**config.mk**
```make
export PLATFORM = sky130hd
export DESIGN_NAME = id_exe_skid_reg_flat
export DESIGN_NICKNAME = d
export VERILOG_FILES = /design/src/rtl/id_exe_skid_reg_if.sv /design/src/rtl/id_exe_skid_reg.sv /design/src/flat_wrapper.sv
export SDC_FILE = /design/constraint.sdc
export NUM_CORES = 1
export LEC_CHECK = 0
export CAP_MARGIN = 20
export CORE_ASPECT_RATIO = 1.75
export CORE_UTILIZATION = 40
export CTS_CLUSTER_SIZE = 40
export DETAILED_ROUTE_END_ITERATION = 8
export HOLD_SLACK_MARGIN = 0.15
export PLACE_DENSITY = 0.69
export SLEW_MARGIN = 5
export SYNTH_ARGS = -nofsm -noshare
export SYNTH_HDL_FRONTEND = slang
export SYNTH_SLANG_ARGS = --single-unit
export TNS_END_PERCENT = 30
```
**constraint.sdc**
```tcl
create_clock -name clk -period 1.8 [get_ports clk]
set_input_delay 0.54 -clock clk [delete_from_list [all_inputs] [get_ports clk]]
set_output_delay 0.54 -clock clk [all_outputs]
set_load 0.1 [all_outputs]
```
**src/rtl/id_exe_skid_reg_if.sv**
```systemverilog
// ID->EXE handshake bundle: decode-side input channel and execute-side output channel.
// master = decode/execute environment, slave = the boundary register.
interface id_exe_skid_reg_if #(
  parameter int DATA_W = 32,
  parameter int RD_W   = 5
);
  logic              in_valid;
  logic              in_ready;
  logic              in_wb_en;
  logic [RD_W-1:0]   in_rd_addr;
  logic [DATA_W-1:0] in_imm;
  logic              out_valid;
  logic              out_ready;
  logic              out_wb_en;
  logic [RD_W-1:0]   out_rd_addr;
  logic [DATA_W-1:0] out_imm;

  modport master (
    output in_valid, in_wb_en, in_rd_addr, in_imm, out_ready,
    input  in_ready, out_valid, out_wb_en, out_rd_addr, out_imm
  );

  modport slave (
    input  in_valid, in_wb_en, in_rd_addr, in_imm, out_ready,
    output in_ready, out_valid, out_wb_en, out_rd_addr, out_imm
  );
endinterface

```
**src/rtl/id_exe_skid_reg.sv**
```systemverilog
// ID->EXE boundary register with 2-entry skid buffer, flush and
// saturating stall-cycle counter.
module id_exe_skid_reg #(
  parameter int DATA_W = 32,
  parameter int RD_W   = 5,
  parameter int CNT_W  = 16
) (
  input  logic             clk,
  input  logic             rst,
  input  logic             flush,
  input  logic             clr_cnt,
  output logic [CNT_W-1:0] stall_cnt,
  id_exe_skid_reg_if.slave bus
);

  typedef struct packed {
    logic              wb_en;
    logic [RD_W-1:0]   rd_addr;
    logic [DATA_W-1:0] imm;
  } pay_t;

  typedef enum logic [1:0] {
    EMPTY = 2'd0,
    ONE   = 2'd1,
    FULL  = 2'd2
  } state_e;

  state_e           state_q, state_d;
  pay_t             m_q, m_d;
  pay_t             s_q, s_d;
  pay_t             in_pay;
  logic [CNT_W-1:0] cnt_q, cnt_d;
  logic             m_vld;
  logic             accept;
  logic             issue;

  assign in_pay = '{
    wb_en:   bus.in_wb_en,
    rd_addr: bus.in_rd_addr,
    imm:     bus.in_imm
  };

  // in_ready comes only from registered state, never from out_ready
  assign m_vld        = (state_q != EMPTY);
  assign bus.in_ready = (state_q != FULL) & ~rst;
  assign accept       = bus.in_valid & bus.in_ready;
  assign issue        = m_vld & bus.out_ready;

  assign bus.out_valid   = m_vld;
  assign bus.out_wb_en   = m_q.wb_en & m_vld;
  assign bus.out_rd_addr = m_q.rd_addr;
  assign bus.out_imm     = m_q.imm;
  assign stall_cnt       = cnt_q;

  always_comb begin
    state_d = state_q;
    m_d     = m_q;
    s_d     = s_q;
    unique case (state_q)
      EMPTY: begin
        if (accept) begin
          m_d     = in_pay;
          state_d = ONE;
        end
      end
      ONE: begin
        if (accept && issue) begin
          m_d = in_pay;
        end else if (accept) begin
          s_d     = in_pay;
          state_d = FULL;
        end else if (issue) begin
          state_d = EMPTY;
        end
      end
      FULL: begin
        if (issue) begin
          m_d     = s_q;
          state_d = ONE;
        end
      end
      default: state_d = EMPTY;
    endcase
    // a concurrent accept is dropped; the issue already happened on EXE side
    if (flush) begin
      state_d = EMPTY;
      m_d     = '0;
      s_d     = '0;
    end
  end

  always_comb begin
    cnt_d = cnt_q;
    if (clr_cnt) begin
      cnt_d = '0;
    end else if (m_vld && !bus.out_ready && (cnt_q != {CNT_W{1'b1}})) begin
      cnt_d = cnt_q + 1'b1;
    end
  end

  always_ff @(posedge clk) begin
    if (rst) begin
      state_q <= EMPTY;
      m_q     <= '0;
      s_q     <= '0;
      cnt_q   <= '0;
    end else begin
      state_q <= state_d;
      m_q     <= m_d;
      s_q     <= s_d;
      cnt_q   <= cnt_d;
    end
  end

endmodule

```
**src/flat_wrapper.sv**
```systemverilog
// flat-port wrapper written by rule: the top's interface ports become plain ports
module id_exe_skid_reg_flat 
#(
  parameter int DATA_W = 32,
  parameter int RD_W   = 5,
  parameter int CNT_W  = 16
)
  (clk, rst, flush, clr_cnt, stall_cnt, bus_in_valid, bus_in_wb_en, bus_in_rd_addr, bus_in_imm, bus_out_ready, bus_in_ready, bus_out_valid, bus_out_wb_en, bus_out_rd_addr, bus_out_imm);
  id_exe_skid_reg_if #(.DATA_W(DATA_W), .RD_W(RD_W)) bus_i ();
  input  logic clk;
  input  logic rst;
  input  logic flush;
  input  logic clr_cnt;
  output logic [CNT_W-1:0] stall_cnt;
  input wire logic [$bits(bus_i.in_valid)-1:0] bus_in_valid;
  input wire logic [$bits(bus_i.in_wb_en)-1:0] bus_in_wb_en;
  input wire logic [$bits(bus_i.in_rd_addr)-1:0] bus_in_rd_addr;
  input wire logic [$bits(bus_i.in_imm)-1:0] bus_in_imm;
  input wire logic [$bits(bus_i.out_ready)-1:0] bus_out_ready;
  output wire logic [$bits(bus_i.in_ready)-1:0] bus_in_ready;
  output wire logic [$bits(bus_i.out_valid)-1:0] bus_out_valid;
  output wire logic [$bits(bus_i.out_wb_en)-1:0] bus_out_wb_en;
  output wire logic [$bits(bus_i.out_rd_addr)-1:0] bus_out_rd_addr;
  output wire logic [$bits(bus_i.out_imm)-1:0] bus_out_imm;
  assign bus_i.in_valid = bus_in_valid;
  assign bus_i.in_wb_en = bus_in_wb_en;
  assign bus_i.in_rd_addr = bus_in_rd_addr;
  assign bus_i.in_imm = bus_in_imm;
  assign bus_i.out_ready = bus_out_ready;
  assign bus_in_ready = bus_i.in_ready;
  assign bus_out_valid = bus_i.out_valid;
  assign bus_out_wb_en = bus_i.out_wb_en;
  assign bus_out_rd_addr = bus_i.out_rd_addr;
  assign bus_out_imm = bus_i.out_imm;
  id_exe_skid_reg #(.DATA_W(DATA_W), .RD_W(RD_W), .CNT_W(CNT_W)) u_core (.clk(clk), .rst(rst), .flush(flush), .clr_cnt(clr_cnt), .stall_cnt(stall_cnt), .bus(bus_i));
endmodule
```
==> results.py <==
metrics = {
    "sta": {
        "finalWorstSetupSlack_ns": 0.01496,
        "whs_ns": 0.4562,
        "slew_viol_final": 0,
        "max_freq_ghz": 0.5602,
        "worst_pin_slew_ns": 0.3585,
        "slew_headroom_pct": 75.76,
        "fin_worst_skew_ns": 0.008479,
        "rsz0062_at_grt": "true",
        "setup_tns_ns": 0,
        "finalCriticalPeriod_ns": 1.785,
        "fin_crit_sh_pct": 99.17,
        "hold_violations": 0,
        "setup_viol": 0,
    },
    "yosys": {
        "syn_avg_cell_area_um2": 7.871,
        "synth_edf_count": 0,
        "ys_warn_count": 0,
        "ys.flop_type": "dfxtp_1",
        "seq_area_frac_synth_pct": 45.11,
        "synth_seq_cells": 94,
        "netlist_area_um2": 4172,
        "synth_commonest_cells": "nand2_1, dfxtp_1, a21oi_1",
        "async_flop_share_pct": 0,
        "synth_area_leaders": "dfxtp_1, nand2_1, a311oi_1",
        "post-synth-top-count-cell": "nand2_1",
        "synth_largest_area_cell": "dfxtp_1",
        "synth_top_area_share_pct": 45.11,
        "synth.distinct_cells": 39,
        "synth_nets": 575,
        "synthCells": 530,
    },
    "finish": {
        "area_growth_syn_to_layout_pct": 54.17,
        "final_net_count": 652,
        "drive_gt1_share_pct": 26.96,
        "diodes": 0,
    },
    "min_path": {
        "holdPathStages": 2,
        "worst_hold_path_type": "register to register",
        "worst_hold_path.endpoint": "u_core.s_q[37]$_SDFFE_PP0P_",
        "holdCritStartpoint": "u_core.s_q[37]$_SDFFE_PP0P_",
    },
    "global_routing": {
        "grt_pass1_wl_um": 18540,
        "antenna_found_initial": 0,
        "grt_max_degree": 59,
        "grt_pass1_vias": 3918,
        "overflow": 0,
        "grt_use_total_pct": 21.84,
    },
    "worst_setup_path": {
        "end_kind": "output pin",
        "criticalPathCategory": "register to output pin",
        "worstSetupStartpointType": "register",
        "regToRegSetupSlack_ns": 0.09,
        "r2r-start": "u_core.state_q[0]$_SDFFE_PP0P_",
        "r2r_cells": 6,
        "cp.required_ns": 1.26,
        "cp.arrival_ns": 1.25,
        "cp_max_fo": 4,
        "timing.rr.end": "u_core.bus.out_imm[31]$_SDFFE_PP0P_",
    },
    "detailed_routing": {
        "drc": 0,
        "initialDrtViolationCount": 192,
        "postRouteAntennaNets": 0,
        "vias": 4002,
        "wl_per_cell_um": 15.48,
        "wl_um": 11440,
        "vias_per_cell": 5.415,
        "firstDrtPassIters": 4,
    },
    "run_status": {
        "status": "finished clean",
    },
    "die": {
        "start_util_pct": 40.99,
        "die_w_um": 79.20,
        "core_area_um2": 10180,
        "die-area_um2": 10860,
        "io_pins": 100,
        "fp-row-count": 49,
        "die_h_um": 137.1,
    },
    "cts": {
        "htreeDepth": 3,
        "numCtsBuffers": 9,
        "cts.clk_slew.worst_paths_ns": 0.06,
        "cts-root-buf": "clkbuf_16",
        "clk_latency_ns": 0.34,
        "cts_buffer_depth": 2,
        "ctsHoldBuffers": 0,
        "cts_tree": "done",
        "clock-sinks": 94,
    },
    "power": {
        "p_per_area_nw_per_um2": 719.7,
        "ir_drop_mv": 0.5213,
        "leakagePower_nw": 2.338,
    },
    "place": {
        "post-place-ws_ns": -0.4960,
        "gp_congestion": 0.7852,
        "hpwl_um": 7511,
        "portBuffers": 99,
    },
    "job": {
        "maxCapViolations": 0,
    },
}
worst max-delay path, cell delays in order (launching register included):
cell and delay, ns:
dfxtp_4 0.35, or2_4 0.26, and2_4 0.15, buf_12 0.16
registers in the layout, indices dropped and copies added, names as in the netlist:
signal	flops
u_core.s_q	38
u_core.bus.out_imm	32
u_core.stall_cnt	16
u_core.bus.out_rd_addr	5
u_core.state_q	2
u_core.m_q	1
placed cells by master, fill, tap and decap left out, drive strengths merged, types with 2 or more instances in the layout:
| master | count |
|---|---|
| inv | 3 |
| nand2 | 163 |
| nor3 | 3 |
| dfxtp | 94 |
| o21ai | 4 |
| o211ai | 3 |
| nor4 | 5 |
| or2 | 3 |
| nor2 | 44 |
| or4 | 4 |
| a31oi | 2 |
| clkinvlp | 2 |
| a211oi | 2 |
| buf | 96 |
| or3 | 9 |
| clkdlybuf4s50 | 40 |
| nand4 | 5 |
| and2 | 2 |
| nand2b | 3 |
| mux2i | 3 |
| clkinv | 4 |
| nand3 | 5 |
| clkbuf | 11 |
| a311oi | 39 |
| and4 | 2 |
| a21oi | 47 |
logic make-up after synthesis:
kind of cell,share of synthesized area (%)
adder cells (fa/ha/maj),0.2999
AND/OR/NAND/NOR,26.03
AO/OA/AOI/OAI,17.25
flip-flops,45.11
buffers and inverters,10.59
multiplexers,0.7199
cell type report:
cell class | count | area (um^2)
clock buffer | 10 | 229.0
clock inverter | 6 | 38.79
fill | 845 | 3746
inverter | 3 | 11.26
multi-input combinational | 359 | 2024
sequential | 94 | 1949
tap | 127 | 158.9
timing repair buffer | 140 | 2019
worst max-delay path by stage:
stage,startpoint,to,slack (ns),cells past startpoint
after CTS,rst,bus_in_ready,-0.07,4
after global routing,u_core.state_q[0]$_SDFFE_PP0P_,bus_out_wb_en,-0.02,3
final,u_core.state_q[0]$_SDFFE_PP0P_,bus_out_wb_en,0.01,3
after floorplan,u_core.state_q[1]$_SDFFE_PP0P_,bus_out_wb_en,-0.04,2
after detailed placement,bus_out_ready,u_core.bus.out_rd_addr[2]$_SDFFE_PP0P_,-0.50,7
after global placement,bus_out_ready,u_core.stall_cnt[6]$_SDFFE_PP0P_,-0.43,6
repair_timing:
item | in CTS | in global routing
resized for setup | 27 | 9
pin swaps | 4 | 2
cloned | 3 | 0
setup buffers | 5 | 5
setup endpoints to repair | 87 | 41
power by group:
group | leakage (nW) | internal, mW | switching (mW)
clock network | 0.128 | 0.931 | 0.777
registers | 0.775 | 2.09 | 0.0378
logic | 1.44 | 0.339 | 0.454
total | 2.34 | 3.36 | 1.27
per-stage QoR:
step / util, % / std cells / instance area, um^2 / total power, mW
after floorplan: - / 530 / 4268 / 2.594
after detailed placement: 57.39 / 710 / 5841 / 2.891
after global routing: 63.19 / 739 / 6431 / 4.785
final: 63.19 / 739 / 6431 / 4.628
after CTS: 62.53 / 734 / 6364 / 4.673
after global placement: 57.39 / 710 / 5841 / 2.879
routing by layer:
layer	vias up	wire [um]	track usage [%]	part of all wire [%]
met5	-	0	0	0
met4	0	290	11.52	2.5
met3	23	390	3.400	3.4
met2	103	6420	40.52	56
met1	1931	4341	23.19	38
li1	1945	-	-	-
No activity file was read; power rests on OpenSTA's default activity.
